<file path="config.mk">
export PLATFORM = sky130hd
export DESIGN_NAME = rr_cfg_axil_regfile_flat
export DESIGN_NICKNAME = d
export VERILOG_FILES = /design/src/rtl/rr_cfg_axil_regfile_if.sv /design/src/rtl/rr_cfg_axil_regfile.sv /design/src/flat_wrapper.sv
export SDC_FILE = /design/constraint.sdc
export NUM_CORES = 1
export LEC_CHECK = 0
export CAP_MARGIN = 20
export CORE_AREA = 2 2 260 262
export CTS_CLUSTER_DIAMETER = 100
export DETAILED_ROUTE_END_ITERATION = 7
export DIE_AREA = 0 0 262 264
export PLACE_DENSITY = 0.67
export SETUP_SLACK_MARGIN = 0.1
export SLEW_MARGIN = 25
export SYNTH_ARGS = -nofsm -noshare
export SYNTH_HDL_FRONTEND = slang
export SYNTH_SLANG_ARGS = --single-unit
</file>
<file path="constraint.sdc">
create_clock -name clk -period 24.7 [get_ports clk]
set_input_delay 7.41 -clock clk [delete_from_list [all_inputs] [get_ports clk]]
set_output_delay 7.41 -clock clk [all_outputs]
set_load 0.05 [all_outputs]
</file>
<file path="src/rtl/rr_cfg_axil_regfile_if.sv">
// AXI-Lite channel bundle for the rr configuration bus.
// The master side drives addresses, data and response-readies; the slave side answers.
interface rr_cfg_axil_regfile_if #(
    parameter int ADDR_WIDTH = 32
);
    logic [ADDR_WIDTH-1:0] awaddr;
    logic                  awvalid;
    logic                  awready;
    logic [31:0]           wdata;
    logic [3:0]            wstrb;
    logic                  wvalid;
    logic                  wready;
    logic [1:0]            bresp;
    logic                  bvalid;
    logic                  bready;
    logic [ADDR_WIDTH-1:0] araddr;
    logic                  arvalid;
    logic                  arready;
    logic [31:0]           rdata;
    logic [1:0]            rresp;
    logic                  rvalid;
    logic                  rready;

    modport master (
        output awaddr, awvalid, wdata, wstrb, wvalid, bready, araddr, arvalid, rready,
        input  awready, wready, bresp, bvalid, arready, rdata, rresp, rvalid
    );

    modport slave (
        input  awaddr, awvalid, wdata, wstrb, wvalid, bready, araddr, arvalid, rready,
        output awready, wready, bresp, bvalid, arready, rdata, rresp, rvalid
    );
endinterface

</file>
<file path="src/rtl/rr_cfg_axil_regfile.sv">
// AXI-Lite register file for the rr configuration bus: RW control registers,
// RO status words, and write/read transaction counters with per-register write strobes.
module rr_cfg_axil_regfile #(
    parameter int          ADDR_WIDTH    = 32,
    parameter int          N_RW          = 8,
    parameter int          N_RO          = 8,
    parameter logic [31:0] CFG_RESET_VAL = 32'h0
) (
    input  logic                 clk,
    input  logic                 rst,
    rr_cfg_axil_regfile_if.slave axil,
    output logic [N_RW*32-1:0]   cfg_regs,
    output logic [N_RW-1:0]      cfg_wr_pulse,
    input  logic [N_RO*32-1:0]   status_in
);
    localparam int            KW          = ADDR_WIDTH - 2;
    localparam logic [KW-1:0] K_RO        = KW'(N_RW);
    localparam logic [KW-1:0] K_WR_CNT    = KW'(N_RW + N_RO);
    localparam logic [KW-1:0] K_RD_CNT    = KW'(N_RW + N_RO + 1);
    localparam logic [1:0]    RESP_OKAY   = 2'b00;
    localparam logic [1:0]    RESP_SLVERR = 2'b10;

    typedef enum logic [2:0] {
        REGION_RW,
        REGION_RO,
        REGION_WR_CNT,
        REGION_RD_CNT,
        REGION_NONE
    } region_e;

    function automatic region_e decode(input logic [KW-1:0] k);
        if (k < K_RO)          return REGION_RW;
        else if (k < K_WR_CNT) return REGION_RO;
        else if (k == K_WR_CNT) return REGION_WR_CNT;
        else if (k == K_RD_CNT) return REGION_RD_CNT;
        else                   return REGION_NONE;
    endfunction

    function automatic logic [31:0] merge(input logic [31:0] old_val,
                                          input logic [31:0] data,
                                          input logic [3:0]  strb);
        logic [31:0] result;
        result = old_val;
        for (int b = 0; b < 4; b++) begin
            if (strb[b]) result[8*b +: 8] = data[8*b +: 8];
        end
        return result;
    endfunction

    logic          ready_en;
    logic          aw_hold;
    logic [KW-1:0] aw_k_q;
    logic          w_hold;
    logic [31:0]   w_data_q;
    logic [3:0]    w_strb_q;
    logic          bvalid_q;
    logic [1:0]    bresp_q;
    logic          rvalid_q;
    logic [31:0]   rdata_q;
    logic [1:0]    rresp_q;
    logic [31:0]   wr_cnt;
    logic [31:0]   rd_cnt;
    logic [31:0]   rd_cnt_next;
    logic [31:0]   regs [N_RW];
    logic [N_RW-1:0] pulse_q;

    logic          aw_hs, w_hs, ar_hs, commit, rd_ok;
    logic [KW-1:0] w_k, r_k;
    logic [31:0]   cm_data, rd_word;
    logic [3:0]    cm_strb;
    region_e       w_region, r_region;
    logic          addr_lsb_unused;

    assign axil.awready = ready_en && !aw_hold && !bvalid_q;
    assign axil.wready  = ready_en && !w_hold && !bvalid_q;
    assign axil.arready = ready_en && !rvalid_q;
    assign axil.bvalid  = bvalid_q;
    assign axil.bresp   = bresp_q;
    assign axil.rvalid  = rvalid_q;
    assign axil.rdata   = rdata_q;
    assign axil.rresp   = rresp_q;
    assign cfg_wr_pulse = pulse_q;

    assign aw_hs = axil.awvalid && axil.awready;
    assign w_hs  = axil.wvalid && axil.wready;
    assign ar_hs = axil.arvalid && axil.arready;

    // A write commits on the edge where the later of AW/W completes, using held or live values.
    assign commit   = (aw_hold || aw_hs) && (w_hold || w_hs);
    assign w_k      = aw_hold ? aw_k_q : axil.awaddr[ADDR_WIDTH-1:2];
    assign cm_data  = w_hold ? w_data_q : axil.wdata;
    assign cm_strb  = w_hold ? w_strb_q : axil.wstrb;
    assign w_region = decode(w_k);

    assign r_k      = axil.araddr[ADDR_WIDTH-1:2];
    assign r_region = decode(r_k);
    assign rd_ok    = ar_hs && (r_region != REGION_NONE);

    assign addr_lsb_unused = ^{axil.awaddr[1:0], axil.araddr[1:0]};

    for (genvar i = 0; i < N_RW; i++) begin : g_cfg_out
        assign cfg_regs[32*i +: 32] = regs[i];
    end

    always_comb begin
        rd_word = '0;
        case (r_region)
            REGION_RW: begin
                for (int i = 0; i < N_RW; i++) begin
                    if (r_k == KW'(i)) rd_word = regs[i];
                end
            end
            REGION_RO: begin
                for (int j = 0; j < N_RO; j++) begin
                    if (r_k == KW'(N_RW + j)) rd_word = status_in[32*j +: 32];
                end
            end
            REGION_WR_CNT: rd_word = wr_cnt;
            REGION_RD_CNT: rd_word = rd_cnt;
            default:       rd_word = '0;
        endcase
    end

    // A clear of RD_CNT lands first so a same-cycle read accept leaves it at 1.
    always_comb begin
        rd_cnt_next = (commit && w_region == REGION_RD_CNT) ? 32'd0 : rd_cnt;
        if (rd_ok) rd_cnt_next = rd_cnt_next + 32'd1;
    end

    always_ff @(posedge clk or posedge rst) begin
        if (rst) begin
            ready_en <= 1'b0;
            aw_hold  <= 1'b0;
            aw_k_q   <= '0;
            w_hold   <= 1'b0;
            w_data_q <= '0;
            w_strb_q <= '0;
            bvalid_q <= 1'b0;
            bresp_q  <= RESP_OKAY;
            rvalid_q <= 1'b0;
            rdata_q  <= '0;
            rresp_q  <= RESP_OKAY;
            wr_cnt   <= '0;
            rd_cnt   <= '0;
            pulse_q  <= '0;
            for (int i = 0; i < N_RW; i++) regs[i] <= CFG_RESET_VAL;
        end else begin
            ready_en <= 1'b1;
            pulse_q  <= '0;
            rd_cnt   <= rd_cnt_next;
            if (aw_hs) begin
                aw_hold <= 1'b1;
                aw_k_q  <= axil.awaddr[ADDR_WIDTH-1:2];
            end
            if (w_hs) begin
                w_hold   <= 1'b1;
                w_data_q <= axil.wdata;
                w_strb_q <= axil.wstrb;
            end
            if (commit) begin
                aw_hold  <= 1'b0;
                w_hold   <= 1'b0;
                bvalid_q <= 1'b1;
                bresp_q  <= (w_region == REGION_RO || w_region == REGION_NONE) ? RESP_SLVERR : RESP_OKAY;
                if (w_region == REGION_RW) begin
                    wr_cnt <= wr_cnt + 32'd1;
                    for (int i = 0; i < N_RW; i++) begin
                        if (w_k == KW'(i)) begin
                            regs[i]    <= merge(regs[i], cm_data, cm_strb);
                            pulse_q[i] <= 1'b1;
                        end
                    end
                end else if (w_region == REGION_WR_CNT) begin
                    wr_cnt <= '0;
                end
            end else if (bvalid_q && axil.bready) begin
                bvalid_q <= 1'b0;
            end
            if (ar_hs) begin
                rvalid_q <= 1'b1;
                rdata_q  <= rd_word;
                rresp_q  <= (r_region == REGION_NONE) ? RESP_SLVERR : RESP_OKAY;
            end else if (rvalid_q && axil.rready) begin
                rvalid_q <= 1'b0;
            end
        end
    end
endmodule

</file>
<file path="src/flat_wrapper.sv">
// flat-port wrapper written by rule: the top's interface ports become plain ports
module rr_cfg_axil_regfile_flat 
#(
    parameter int          ADDR_WIDTH    = 32,
    parameter int          N_RW          = 8,
    parameter int          N_RO          = 8,
    parameter logic [31:0] CFG_RESET_VAL = 32'h0
)
  (clk, rst, cfg_regs, cfg_wr_pulse, status_in, axil_awaddr, axil_awvalid, axil_wdata, axil_wstrb, axil_wvalid, axil_bready, axil_araddr, axil_arvalid, axil_rready, axil_awready, axil_wready, axil_bresp, axil_bvalid, axil_arready, axil_rdata, axil_rresp, axil_rvalid);
  rr_cfg_axil_regfile_if #(.ADDR_WIDTH(ADDR_WIDTH)) axil_i ();
  input  logic clk;
  input  logic rst;
  output logic [N_RW*32-1:0] cfg_regs;
  output logic [N_RW-1:0] cfg_wr_pulse;
  input  logic [N_RO*32-1:0] status_in;
  input wire logic [$bits(axil_i.awaddr)-1:0] axil_awaddr;
  input wire logic [$bits(axil_i.awvalid)-1:0] axil_awvalid;
  input wire logic [$bits(axil_i.wdata)-1:0] axil_wdata;
  input wire logic [$bits(axil_i.wstrb)-1:0] axil_wstrb;
  input wire logic [$bits(axil_i.wvalid)-1:0] axil_wvalid;
  input wire logic [$bits(axil_i.bready)-1:0] axil_bready;
  input wire logic [$bits(axil_i.araddr)-1:0] axil_araddr;
  input wire logic [$bits(axil_i.arvalid)-1:0] axil_arvalid;
  input wire logic [$bits(axil_i.rready)-1:0] axil_rready;
  output wire logic [$bits(axil_i.awready)-1:0] axil_awready;
  output wire logic [$bits(axil_i.wready)-1:0] axil_wready;
  output wire logic [$bits(axil_i.bresp)-1:0] axil_bresp;
  output wire logic [$bits(axil_i.bvalid)-1:0] axil_bvalid;
  output wire logic [$bits(axil_i.arready)-1:0] axil_arready;
  output wire logic [$bits(axil_i.rdata)-1:0] axil_rdata;
  output wire logic [$bits(axil_i.rresp)-1:0] axil_rresp;
  output wire logic [$bits(axil_i.rvalid)-1:0] axil_rvalid;
  assign axil_i.awaddr = axil_awaddr;
  assign axil_i.awvalid = axil_awvalid;
  assign axil_i.wdata = axil_wdata;
  assign axil_i.wstrb = axil_wstrb;
  assign axil_i.wvalid = axil_wvalid;
  assign axil_i.bready = axil_bready;
  assign axil_i.araddr = axil_araddr;
  assign axil_i.arvalid = axil_arvalid;
  assign axil_i.rready = axil_rready;
  assign axil_awready = axil_i.awready;
  assign axil_wready = axil_i.wready;
  assign axil_bresp = axil_i.bresp;
  assign axil_bvalid = axil_i.bvalid;
  assign axil_arready = axil_i.arready;
  assign axil_rdata = axil_i.rdata;
  assign axil_rresp = axil_i.rresp;
  assign axil_rvalid = axil_i.rvalid;
  rr_cfg_axil_regfile #(.ADDR_WIDTH(ADDR_WIDTH), .N_RW(N_RW), .N_RO(N_RO), .CFG_RESET_VAL(CFG_RESET_VAL)) u_core (.clk(clk), .rst(rst), .axil(axil_i), .cfg_regs(cfg_regs), .cfg_wr_pulse(cfg_wr_pulse), .status_in(status_in));
endmodule
</file>
## Word level (Yosys, flattened, before mapping)

Cells that the tools add are included.

| cells by class | value |
|---|---|
| order comparisons | 4 |
| equal/unequal tests | 35 |
| add/sub/neg operators | 2 |
| multiplexer cells | 52 |
| reductions and logical operators | 62 |

Operators with widths:

| operator | number |
|---|---|
| 32-bit 2-to-1 mux | 21 |
| 30-bit by 3-bit == test with 1-bit output (second input constant) | 8 |
| 30-bit by 4-bit == test with 1-bit output (second input constant) | 8 |
| 32-bit case mux with 4 select lines | 1 |
| 4-bit AND reduction | 32 |
| 30-bit by 2-bit == test with 1-bit output (second input constant) | 4 |
| 30-bit by 5-bit == test with 1-bit output (second input constant) | 4 |
| 32-bit by 1-bit adder with 32-bit output (second input constant) | 2 |
| 30-bit by 1-bit == test with 1-bit output (second input constant) | 2 |
| 30-bit zero test | 2 |
| 30-bit by 4-bit < comparator with 1-bit output (second input constant) | 2 |
| 30-bit by 5-bit < comparator with 1-bit output (second input constant) | 2 |
| 30-bit 2-to-1 mux | 1 |
| 3-bit 2-to-1 mux | 8 |
| 1-bit 2-to-1 mux | 16 |
| 8-bit 2-to-1 mux | 2 |
| 1-bit logical AND | 13 |
| 3-bit by 2-bit == test with 1-bit output (second input constant) | 4 |
| 2-bit nonzero test | 5 |
| 3-bit by 1-bit == test with 1-bit output (second input constant) | 2 |
| 3-bit == test (second input constant) | 2 |
| 3-bit zero test | 2 |
| 1-bit zero test | 4 |
| 2-bit 2-to-1 mux | 2 |
| other kinds (4) | 6 |

| word-level totals | value |
|---|---|
| flip-flop bits (word level) | 435 |
| output and inout port bits | 305 |
| input bits | 363 |

## Depth between registers and ports, before layout

| depth | value |
|---|---|
| depth after elaboration | 11 |
| depth in mapped cells | 17 |
| depth with buffers taken out | 12 |

## Least setup slack after synthesis

No wires, ideal clock.

| timing path | value |
|---|---|
| kind | input to register |
| from | input axil_awaddr[5] |
| to | register u_core.rd_cnt[12] |
| buffers on the path | 2 |
| required time | 24579 ps |
| stages on the path | 13 |
| arrival | 9976 ps |
| setup time | 121 ps |
| path slack | 14603 ps |
| cell sequence | or4_1 -> a222oi_1 -> and4_2 -> buf_2 -> nor2b_1 -> ha_1 -> nand3_1 -> nor2_1 -> nand4_1 -> clkbuf_1 -> a21boi_0 -> xnor2_1 -> nor2_1 |

| on the way | value |
|---|---|
| cells in the longest elaborated chain, start to end | 11 |
| elaborated cells on any way between the ends | 14 |
| classes of those cells | 1 x add/sub; 2 x order compare; 3 x eq/ne; 7 x mux; 1 x reduce/logical |

RTL lines:

| element | RTL line | text |
|---|---|---|
| start: declaration | flat_wrapper.sv:16 | `input wire logic [$bits(axil_i.awaddr)-1:0] axil_awaddr;` |
| 30-bit 2-to-1 mux (*) | rr_cfg_axil_regfile.sv:90 | `assign w_k = aw_hold ? aw_k_q : axil.awaddr[ADDR_WIDTH-1:2];` |
| branches (longest 4 deep; another with 30-bit by 5-bit < comparator with 1-bit output) | - |  |
| 3-bit 2-to-1 mux (*) | rr_cfg_axil_regfile.sv:32 | `if (k < K_RO) return REGION_RW;` |
| 3-bit by 2-bit == test with 1-bit output (*) | rr_cfg_axil_regfile.sv:126 | `rd_cnt_next = (commit && w_region == REGION_RD_CNT) ? 32'd0 : rd_cnt;` |
| 1-bit logical AND (*) | rr_cfg_axil_regfile.sv:126 |  |
| 32-bit 2-to-1 mux (*) | rr_cfg_axil_regfile.sv:126 |  |
| 32-bit by 1-bit adder with 32-bit output | rr_cfg_axil_regfile.sv:127 | `if (rd_ok) rd_cnt_next = rd_cnt_next + 32'd1;` |
| 32-bit 2-to-1 mux (*) | rr_cfg_axil_regfile.sv:127 |  |
| via u_core.rd_cnt_next[12] | rr_cfg_axil_regfile.sv:63 | `logic [31:0] rd_cnt_next;` |
| end signal: assignment | rr_cfg_axil_regfile.sv:150 | `rd_cnt <= rd_cnt_next;` |
| end: declaration | rr_cfg_axil_regfile.sv:62 | `logic [31:0] rd_cnt;` |

Mark *: on every way through the listed nets, which the timed path passes.
A chain may end at the register's enable or synchronous reset.

## Worst setup path after layout

| timing path | value |
|---|---|
| from | input axil_awaddr[10] |
| to | register u_core.rd_cnt[24] |

The elaborated chain is that of the path after synthesis.

==> impl_results.md <==
- Die Footprint: 69200 um^2
- FF-to-FF setup slack: approximately 20 ns
- Most frequent cells in the layout: clkdlybuf4s50_1, o21ai_0, dfrtp_1
- First-pass GRT wire length: 178000 um
- Buffers on Ports: 661
- Hold Vio Cnt, Final: 0
- WL per Instance: 31.2 um
- Met3 usage: 0.0949
- Post-synthesis async set-or-reset flop share: 1.00
- Antenna Violating Nets Remaining: 0
- Slew HR: 0.257
- Layer carrying the most global-route usage: met2
- Antenna violations before repair: 44
- Register area: around 11000 um^2
- IO Count: about 670
- Layout area overhead: 38.4%
- Met1 Resource Use GR: 0.446
- CTS Buf Count: 50
- TritonCTS clock tree: yes
- Outcome: complete, but fails checks
- Pleak: 0.0128 uW
- Mapped Area: 24000 um^2
- CTS root buf: clkbuf_16
- Post-DP HPWL: 93100 um
- Post-synth top area cell: dfrtp_1
- Number of global-route vias before repair: 24.0k
- Most common library cell in the layout ignoring fill and taps: clkdlybuf4s50_1
- Netlist cell types: 81
- Seq cells post-synth: around 430
- Max Freq: 0.0888 GHz
- Critical path origin: axil_awaddr[10]
- Slew of the pin with the lowest slew margin: roughly 1.1 ns
- Global router's overall resource usage: 0.357
- Crit path kind: primary input to register
- Fin util: 0.499
- Worst-path maximum fanout: 35
- Synth top area cells: dfrtp_1, o21ai_0, mux2i_1, mux2_2, clkbuf_1
- RSZ-0062 raised after global routing: no
- Clk_lat worst skew: 0.62 ns
- Startpoint type of the worst setup path: primary input
- Share of layout cells above drive strength 1: 0.0995
- R2R Path End: u_core.rd_cnt[24]
- Ys flop type: dfrtp_1
- Crit end category: register
- Max Slew Vio Count: 0
- Synth warn: 0
- Remaining Overflow, GRT: 0
- VDD IR max: 0.0503 mV
- Hold buffers post-CTS: 0
- Core Box Area: 66600 um^2
- Die height: 264 um
- Synthesized area per cell: between 9 and 10 um^2
- GPL Wtd Cong: 0.986
- H-tree depth: 2
- Remaining DRCs: 8
- Synth top area share: 0.451
- Failing checks: DRC
- Period utilization: 0.456
- First drt pass iteration count: 8
- Row Count: 95
- Final min period: about 11 ns
- Post-CTS setup buffer count: 0
- Number of flops mapped to enable cells by yosys: 0
- Final setup violation count: 0
- Worst EP arrival: 11.74 ns
- Initial Utilization: 0.361
- CTS max path bufs: 3
- Post-synthesis sequential area ratio: 0.451
- Maxcap violations: 0
- Vias/cell: 6.22
- Clock transition at path regs: 0.06 ns
- Critical Path End: u_core.rd_cnt[24]
- Post-Route WL: about 130000 um
- Post_cts resized: 0
- Worst min path class: register to register
- Multi-input gate area: roughly 12000 um^2
- Power per Cell Area: 62.9 nW/um^2
- FILL cells: 6327
- Die X: 262 um
- R2r worst-path depth: 13
- GR Util met2: 0.544
- Worst hold path depth: 2
- Largest net degree at the start of global routing: 163
- Clock Skew: around 0.044 ns
- Mapped Cells: 2599
- CTS sink count: ~430
- Worst path required time: roughly 25 ns
- Worst r2r src: u_core.aw_hold
- Vias: 25.4k
- Nets: around 3.5k
- Iteration-0 DRC Markers: 3283
- Setup TNS: 0 ns
[synthesized netlist by cell type (all sizes together) (15+ instances only)]
master,count
inv,34
clkbuf,182
and3,15
or3,46
nor3,50
nand2,109
nand3,77
or4,16
o21a,18
o221ai,30
mux2i,124
mux2,99
buf,58
xnor2,29
dfrtp,433
nand4,32
nor2,146
a22oi,42
o21ai,555
o22ai,49
nor4,27
a21oi,119
o31ai,73
o211ai,27
nand2b,16
[critical path, stage by stage]
cell and delay (ns):
clkdlybuf4s50_1 0.47, nor4_1 0.43, nand3_1 0.32, nand2_1 0.50, and4_2 0.86, nor2b_1 0.17, ha_1 0.24, nand3_1 0.09
nor2_1 0.05, nand4_1 0.41, nand2_1 0.23, nand4_1 0.19, mux2_2 0.34
[through the flow]
step                cells  instance area (um^2)  power (uW)  setup slack, ns  hold slack (ns)
global route         4085                 33200        2160            13.25            0.510
detailed placement   3955                 31300        1270            12.88            0.465
CTS                  4047                 33100        2090            13.49            0.478
global placement     3955                 31300        1260            12.87            0.465
floorplan            2600                 24000        1070             5.23            0.448
finish               4087                 33200        2090            13.43            0.474
[layer usage]
metal | up-vias | part of all wire
met1 | 12600 | 0.37
met3 | 317 | 0.11
met4 | 4 | 0.068
li1 | 10900 | -
met2 | 1688 | 0.45
met5 | - | 0.00021
[cell type report]
type,instances,share of cell area
flip-flops and latches,433,0.326
repair buffers,723,0.214
well taps,873,0.0329
diodes,39,0.00294
clock inverters,25,0.0123
multi-input cells,1891,0.365
clock buffers,67,0.0423
inverters,36,0.00444
[power breakdown]
part	switching, uW	internal (uW)
combinational	290	168
sequential	37.5	768
clock	330	497
total	657	1430
[how the worst min path moves through the flow]
stage	slack, ns	start	endpoint
after floorplan	0.45	u_core.wr_cnt[18]	u_core.wr_cnt[18]
after global placement	0.46	u_core.axil.rdata[12]	u_core.axil.rdata[12]
after detailed placement	0.47	u_core.axil.rdata[27]	u_core.axil.rdata[27]
after CTS	0.48	u_core.wr_cnt[18]	u_core.wr_cnt[18]
after global routing	0.51	u_core.axil.rdata[24]	u_core.axil.rdata[24]
final	0.47	u_core.axil.rdata[27]	u_core.axil.rdata[27]
[state kept, by name, summed over array words and instances (netlist names)]
signal / count
u_core.aw_hold: 1
u_core.aw_k_q: 30
u_core.axil.bresp: 1
u_core.axil.bvalid: 1
u_core.axil.rdata: 32
u_core.axil.rresp: 1
u_core.axil.rvalid: 1
u_core.cfg_regs: 256
u_core.cfg_wr_pulse: 8
u_core.rd_cnt: 32
u_core.ready_en: 1
u_core.w_data_q: 32
u_core.w_hold: 1
u_core.w_strb_q: 4
u_core.wr_cnt: 32
[cells by family after synthesis]
kind of cell / share of synthesized area
xor+xnor: 0.0117
compound gates: 0.257
buf+inv: 0.0463
mux: 0.102
flops: 0.451
fa+ha+maj: 0.00104
other cells: 0.000313
simple gates: 0.130
Power figures use the tool's default switching activity.
